===== src/rtl/mips_mem_pkg.sv =====
`default_nettype none
// ============================================================================
//  Module   : mips_mem_pkg
//  Brief    : Shared types and constants for the multicycle MIPS memory
//             responder (state encoding, word width, default latency).
//  Revision : 1.0  initial release
// ============================================================================
package mips_mem_pkg;

  localparam int WORD_W              = 32;
  localparam int DEFAULT_MEM_LATENCY = 2;

  // Responder states; explicit 2-bit encoding
  typedef enum logic [1:0] {
    MEM_IDLE = 2'd0,
    MEM_WAIT = 2'd1,
    MEM_RESP = 2'd2
  } mem_state_e;

  // A word access is misaligned when either byte-offset bit is set
  function automatic logic is_misaligned(input logic [1:0] byte_off);
    return (byte_off != 2'b00);
  endfunction

endpackage : mips_mem_pkg
`default_nettype wire


===== src/rtl/mem_word_array.sv =====
`default_nettype none
// ============================================================================
//  Module   : mem_word_array
//  Brief    : Single-port DEPTH_WORDS x 32 word storage. Synchronous write
//             with write enable, combinational read at the same index.
//             Contents are not affected by reset.
//  Revision : 1.0  initial release
// ============================================================================
module mem_word_array
  import mips_mem_pkg::*;
#(
  parameter int DEPTH_WORDS = 64
) (
  input  logic                           clk,
  input  logic                           i_we,
  input  logic [$clog2(DEPTH_WORDS)-1:0] i_idx,
  input  logic [WORD_W-1:0]              i_wdata,
  output logic [WORD_W-1:0]              o_rdata
);

  logic [WORD_W-1:0] storage_q [DEPTH_WORDS];

  // Store the word on a write strobe; no reset so it maps onto RAM
  always_ff @(posedge clk) begin
    if (i_we) begin
      storage_q[i_idx] <= i_wdata;
    end
  end

  assign o_rdata = storage_q[i_idx];

endmodule : mem_word_array
`default_nettype wire


===== src/rtl/mem_responder.sv =====
`default_nettype none
// ============================================================================
//  Module   : mem_responder
//  Brief    : Fixed-latency word memory responder for the multicycle MIPS
//             datapath. A captured request waits LATENCY cycles in WAIT,
//             then answers with a one-cycle Ready pulse in RESP. Writes
//             commit on the edge leaving RESP; a Req during RESP is taken
//             back-to-back, a Req during WAIT is dropped and flagged.
//  Options  : MEM_ALIGN_CHECK_EN - when defined, a misaligned address sets
//             AddrErr in RESP, suppresses the write and zeroes read data.
//  Revision : 1.0  initial release
// ============================================================================
module mem_responder
  import mips_mem_pkg::*;
#(
  parameter int DEPTH_WORDS = 64,
  parameter int LATENCY     = DEFAULT_MEM_LATENCY
) (
  input  logic        Clk,
  input  logic        Reset,
  input  logic        Req,
  input  logic        Wr,
  input  logic [31:0] Address,
  input  logic [31:0] WriteData,
  output logic [31:0] ReadData,
  output logic        Ready,
  output logic        Busy,
  output logic        AddrErr,
  output logic        ReqDropped
);

  localparam int IDX_W = $clog2(DEPTH_WORDS);
  localparam int CNT_W = (LATENCY > 1) ? $clog2(LATENCY) : 1;
  localparam logic [CNT_W-1:0] CNT_LOAD = CNT_W'(LATENCY - 1);

  mem_state_e        state_q, state_d;
  logic [CNT_W-1:0]  cnt_q, cnt_d;
  logic              wr_q, wr_d;
  logic [IDX_W+1:0]  addr_q, addr_d;
  logic [WORD_W-1:0] wdata_q, wdata_d;
  logic              req_dropped_q, req_dropped_d;

  logic              w_accept;
  logic              w_misaligned;
  logic              w_mem_we;
  logic [IDX_W-1:0]  w_idx;
  logic [WORD_W-1:0] w_mem_rdata;
  logic              w_unused_addr;

  // Word index comes from the captured address; upper bits alias
  assign w_idx = addr_q[IDX_W+1:2];

`ifdef MEM_ALIGN_CHECK_EN
  assign w_misaligned  = is_misaligned(addr_q[1:0]);
  assign w_unused_addr = &{1'b0, Address[WORD_W-1:IDX_W+2]};
`else
  assign w_misaligned  = 1'b0;
  assign w_unused_addr = &{1'b0, Address[WORD_W-1:IDX_W+2], addr_q[1:0]};
`endif

  // A new request is taken when idle, or in the response cycle (back-to-back)
  assign w_accept = Req && ((state_q == MEM_IDLE) || (state_q == MEM_RESP));

  // Commit on the edge leaving RESP; an abort by Reset leaves memory intact
  assign w_mem_we = (state_q == MEM_RESP) && wr_q && !w_misaligned && !Reset;

  mem_word_array #(
    .DEPTH_WORDS (DEPTH_WORDS)
  ) u_array (
    .clk     (Clk),
    .i_we    (w_mem_we),
    .i_idx   (w_idx),
    .i_wdata (wdata_q),
    .o_rdata (w_mem_rdata)
  );

  // State register
  always_ff @(posedge Clk) begin
    if (Reset) begin
      state_q <= MEM_IDLE;
    end else begin
      state_q <= state_d;
    end
  end

  // Next-state: capture -> wait out the latency -> respond
  always_comb begin
    state_d = state_q;
    case (state_q)
      MEM_IDLE: if (Req) state_d = MEM_WAIT;
      MEM_WAIT: if (cnt_q == '0) state_d = MEM_RESP;
      MEM_RESP: state_d = Req ? MEM_WAIT : MEM_IDLE;
      default:  state_d = MEM_IDLE;
    endcase
  end

  // Outputs: response fields are zero outside an unaborted RESP cycle
  always_comb begin
    Ready    = 1'b0;
    Busy     = 1'b0;
    AddrErr  = 1'b0;
    ReadData = '0;
    case (state_q)
      MEM_WAIT: Busy = 1'b1;
      MEM_RESP: begin
        if (!Reset) begin
          Ready   = 1'b1;
          AddrErr = w_misaligned;
          if (!wr_q && !w_misaligned) begin
            ReadData = w_mem_rdata;
          end
        end
      end
      default: ;
    endcase
  end

  assign ReqDropped = req_dropped_q;

  // Request capture, latency countdown and drop detection
  always_comb begin
    cnt_d         = cnt_q;
    wr_d          = wr_q;
    addr_d        = addr_q;
    wdata_d       = wdata_q;
    req_dropped_d = Req && (state_q == MEM_WAIT);
    if (w_accept) begin
      cnt_d   = CNT_LOAD;
      wr_d    = Wr;
      addr_d  = Address[IDX_W+1:0];
      wdata_d = WriteData;
    end else if ((state_q == MEM_WAIT) && (cnt_q != '0)) begin
      cnt_d = cnt_q - CNT_W'(1);
    end
  end

  // Request and flag registers
  always_ff @(posedge Clk) begin
    if (Reset) begin
      cnt_q         <= '0;
      wr_q          <= 1'b0;
      addr_q        <= '0;
      wdata_q       <= '0;
      req_dropped_q <= 1'b0;
    end else begin
      cnt_q         <= cnt_d;
      wr_q          <= wr_d;
      addr_q        <= addr_d;
      wdata_q       <= wdata_d;
      req_dropped_q <= req_dropped_d;
    end
  end

endmodule : mem_responder
`default_nettype wire


===== config.mk =====
export PLATFORM = sky130hd
export DESIGN_NAME = mem_responder
export DESIGN_NICKNAME = d
export VERILOG_FILES = /design/src/rtl/mips_mem_pkg.sv /design/src/rtl/mem_word_array.sv /design/src/rtl/mem_responder.sv
export SDC_FILE = /design/constraint.sdc
export NUM_CORES = 2
export LEC_CHECK = 0
export BUFFER_PORTS_ARGS = -buffer_cell sky130_fd_sc_hd__clkbuf_2
export CAP_MARGIN = 10
export CORE_MARGIN = 3
export CORE_UTILIZATION = 55
export CTS_CLUSTER_DIAMETER = 80
export CTS_CLUSTER_SIZE = 12
export DETAILED_ROUTE_END_ITERATION = 10
export PLACE_DENSITY = 0.71
export SLEW_MARGIN = 20
export SYNTH_ARGS = -nofsm -noshare
export SYNTH_HDL_FRONTEND = slang
export SYNTH_SLANG_ARGS = --single-unit

===== constraint.sdc =====
create_clock -name Clk -period 8.85 [get_ports Clk]
set_input_delay 2.655 -clock Clk [delete_from_list [all_inputs] [get_ports Clk]]
set_output_delay 2.655 -clock Clk [all_outputs]
set_load 0.005 [all_outputs]

==> Word level (Yosys, flattened, before mapping) <==
Memory sizes are Yosys's and may differ from the RTL's. A register that Yosys moved wholly into a read port is not among the register bits.
Cells that the tools add are included.
{ "word_totals": {"output_inout_bits": 36, "wordCells": 38, "inputBits": 68, "mem_count": 1, "ram_bits": 2048, "ff_bits": 45} }
{ "classes": {"muxes": 16, "eq_ne": 4, "add_sub_neg": 1, "reduce_logical": 10} }
{ "memory_table": {"columns": ["memory", "words", "word_bits", "rd", "rd_ports_with_merged_regs", "write_ports", "line", "rtl"], "rows": [
  ["u_array.storage_q", 64, 32, 1, 1, 1, "mem_word_array.sv:21", "logic [WORD_W-1:0] storage_q [DEPTH_WORDS];"]
]} }
{ "op_table": {"columns": ["operator", "count"], "rows": [
  ["$mux 32", 3],
  ["$mux 6", 2],
  ["$mux 1", 8],
  ["$pmux 2 s3", 1],
  ["$logic_and 1x1->1", 5],
  ["$mux 2", 2],
  ["$ne 2x2->1 const B", 2],
  ["$eq 2x1->1 const B", 1],
  ["$eq 2x2->1 const B", 1],
  ["$logic_not 2->1", 1],
  ["$reduce_and 2->1", 1],
  ["$reduce_bool 2->1", 1],
  ["$logic_not 1->1", 1],
  ["$logic_or 1x1->1", 1],
  ["$sub 1x1->1 const B", 1]
]} }

==> Logic depth before layout (Yosys ltp) <==
{ "depth": {"ltp_word": 5, "mapped_depth": 11, "ltp_nobuf": 5} }

==> Cells and area by module <==
Synthesis repeated with hierarchy kept, for this count alone.
{ "unflattened": {"cells_unflattened": 4438, "hier_area_um2": 80438.4} }
{ "by_module_without_submodules": {"columns": ["mod", "instances", "cells_each", "seq_area_each_um2", "area_per_inst_um2"], "rows": [
  ["mem_word_array", 1, 4207, 61499.0, 78287.6],
  ["mem_responder", 1, 231, 860.8, 2150.8]
]} }

==> Worst setup path after synthesis <==
Ideal clock, no wire load.
{ "synth_path": {"kind": "input-to-output", "startpoint": "input port Reset", "endpoint": "output port ReadData[27]", "path_buffers": 2, "setup_slack_ps": 2032, "required_time_ps": 6195, "stages": 7, "t_arrival_ps": 4163, "cell_sequence": "clkbuf_1 > nor3b_1 > nand2b_1 > nor2_1 > clkbuf_1 > o211ai_1 > a31oi_1"} }
{ "synth_between": {"elab_chain_cells": 2} }
{ "synth_lines": {"columns": ["item", "line", "rtl"], "rows": [
  ["start, declared", "mem_responder.sv:20", "input logic Reset,"],
  ["$mux 32", "mem_responder.sv:106", "if (!Reset) begin"],
  ["$mux 32", "mem_responder.sv:103", "case (state_q)"],
  ["end, declared", "mem_responder.sv:25", "output logic [31:0] ReadData,"]
]} }
No other way between the ends.

==> Final worst setup path <==
{ "layout_path": {"startpoint": "input port Reset", "endpoint": "output port ReadData[1]"} }
Same word-level chain as after synthesis.

==> impl_metrics.csv <==
group,metric,value,unit
outcome,outcome,"complete, no violations",
global_route,grt_pass1_vias,38600,
clocking,cts_buffers,192,
routing,vias_per_cell,6.65,
timing,final_max_slew_viol_count,0,
power_and_ir_drop,ir_drop,0.200,mV
routing,drtIter0Drc,5323,
routing,post_drt_wl_per_cell,33.8,um
floorplan,die-area,0.151,sq mm
synth,ys_seq_area_frac,0.778,
cells_and_area,final_cell_mix,"edfxtp_1 (2,048), mux4_2 (536), nand2_1 (217)",
cells_and_area,antenna_cells,0,
placement,place_ws,1110,ps
global_route,grt_pass1_wl,280000,um
clocking,cts_tree,"yes",
cells_and_area,layout-drive-gt1-share,0.284,
worst_hold_path,min_from,"cnt_q",
synth,synth-edff-count,2048,
job,cap_violations,0,
floorplan,num_io_pins,104,
timing,period_needed,7820,ps
floorplan,die_h,388,um
timing,finalClockSkew,23.8,ps
routing,vias,38400,
floorplan,row_count,139,
critical_path,end_kind,"output port",
synth,synth-seq-cells,2097,
timing,fin_crit_sh,0.883,
timing,worst_slew_pin_slew,1070,ps
global_route,grt_max_degree,120,
global_route,grt_util_all_layers,0.262,
synth,synth_area,0.0803,sq mm
floorplan,core-area,0.144,sq mm
clocking,root_buffer,"clkbuf_16",
clocking,ctsHtreeMaxLevel,4,
placement,port_buffers,76,
timing,max_freq,0.128,GHz
clocking,clock_latency,810,ps
cells_and_area,final_common_cell,"edfxtp_1",
critical_path,setup.worst_path.start,"Reset",
timing,setup_viol,0,
synth,ys_types,48,
placement,place_hpwl,107000,um
global_route,grt-ovfl-total,0,
synth,syn_nets,3662,
routing,drt_pass1_iterations,6,
cells_and_area,fin_nets,3861,
global_route,busiest_layer,"met2",
global_route,grt.met2_usage,0.408,
global_route,antenna_found_initial,6,
timing,rsz0062_at_grt,"no",
clocking,cts_resized,0,
critical_path,cp_max_fo,7,
clocking,cts_sinks,2097,
critical_path,critical_path_class,"input port to output port",
global_route,grt_util_met1,0.375,
critical_path,critical_path_required,6200,ps
synth,syn-instance-count,3594,
worst_hold_path,min_path_type,"flip-flop to flip-flop",
timing,timing.final.ws_setup,1030,ps
timing,tns,0,ps
synth,ys_async_sr_fraction,0,
synth,synth_warnings,0,
timing,relSlewSlack,0.288,
critical_path,crit_path_start_kind,"input port",
routing,wl,195000,um
floorplan,start_util,0.556,
clocking,clkTransAtPathRegs,60,ps
power_and_ir_drop,p_per_area,217,mW/mm^2
power_and_ir_drop,leakagePower,25.6,nW
cells_and_area,syn_to_final_growth,10.8,%
synth,syn_area_per_cell,22.3,sq um
critical_path,cp_data_arrival_time,5160,ps
critical_path,r2r_start,"state_q[1]",
placement,place.gp.congestion,0.817,
floorplan,die_w,388,um
clocking,cts_hold_buf,0,
synth,synth-main-ff-cell,"edfxtp_1",
routing,ant_nets,0,
timing,hold_violations,0,
routing,route.detailed.drc,0,
global_route,grtUsageMet3,0.0631,
clocking,cts_buffer_depth,3,
clocking,cts_post_setup_buffers_inserted,0,
-- per-layer routing --
metal	vias up	part of all wire
met2	2170	0.48
met3	313	0.11
met4	0	0.030
met1	20500	0.38
met5	-	0
li1	15400	-
-- path summary, 6_finish.rpt --
check | slack, ps | end | cells after the start
max | 1030 | ReadData[1] | 7
min reg2reg | 440 | state_q[1] | 1
max reg2reg | 5060 | u_array.storage_q[30][28] | 6
min | 440 | state_q[1] | 1
-- synthesized netlist by cell type (4+ instances only) --
cell,number,share of area
dfxtp_1,49,0.012
a21oi_1,70,0.0044
mux4_2,536,0.15
mux2i_1,126,0.016
nand3_1,26,0.0016
a41oi_1,4,0.00044
o22ai_1,18,0.0014
o21ai_0,20,0.0012
a32oi_1,16,0.0017
buf_6,9,0.0013
buf_1,21,0.00098
nor2b_1,10,0.00078
buf_4,54,0.0051
o211ai_1,19,0.0018
clkbuf_1,68,0.0032
nor3_1,12,0.00075
and2_1,4,0.00031
nor2_1,95,0.0044
nand2_1,217,0.010
a221oi_1,6,0.00065
edfxtp_1,2048,0.77
a22o_1,4,0.00044
a211oi_1,5,0.00047
mux2_2,38,0.0053
buf_2,45,0.0028
a31oi_1,22,0.0017
a22oi_1,13,0.0012
nand2b_1,7,0.00055
-- kinds of logic (layout without fill, tap and decap cells) --
logic type / Yosys count / count (layout) / share of synthesized area
AO/OA/AOI/OAI: 208 / 208 / 0.0166
AND/OR/NAND/NOR: 386 / 386 / 0.0200
buffers and inverters: 202 / 472 / 0.0137
other: 1 / 1 / 0.0000467
flip-flops: 2097 / 2097 / 0.778
multiplexers: 700 / 700 / 0.171
-- power by group --
part / internal [mW] / switching [mW] / leakage [nW] / total, mW
sequential: 10.9 / 0.127 / 17.7 / 11.0
clock: 4.02 / 3.39 / 2.57 / 7.41
combinational: 0.336 / 0.482 / 5.28 / 0.818
total: 15.3 / 4.00 / 25.6 / 19.3
-- registers in the layout, indices dropped and copies added, names as in the netlist, named ones only --
| signal | cells |
|---|---|
| u_array.storage_q | 2048 |
| wdata_q | 32 |
| addr_q | 6 |
| state_q | 2 |
| ReqDropped | 1 |
| cnt_q | 1 |
| wr_q | 1 |
-- area by class of cell --
type | count | area [sq um]
well taps | 1903 | 2380
fillers | 9639 | 55400
multi-input cells | 1295 | 17200
clock inverters | 10 | 146
inverters | 4 | 16.3
flip-flops and latches | 2097 | 62600
repair buffers | 203 | 1500
clock buffers | 255 | 5150
-- through the flow --
step                instance area, sq um  power (mW)  hold WS (ps)   util  instances
finish                             89000        19.3           441  0.616       5767
global placement                   83600        12.1           429  0.579       5502
CTS                                88900        19.4           442  0.616       5767
detailed placement                 83600        12.1           432  0.579       5502
global route                       89000        19.8           460  0.616       5767
floorplan                          80300        11.8           420      -       3594
-- critical path, cell delays in order --
cell and delay (ps):
clkbuf_2 150, nor3b_1 410, nand2b_1 320, nor2_2 600, a31oi_1 180, a31oi_1 610
clkbuf_2 230
Note: power is estimated with default switching activity, not from simulation.
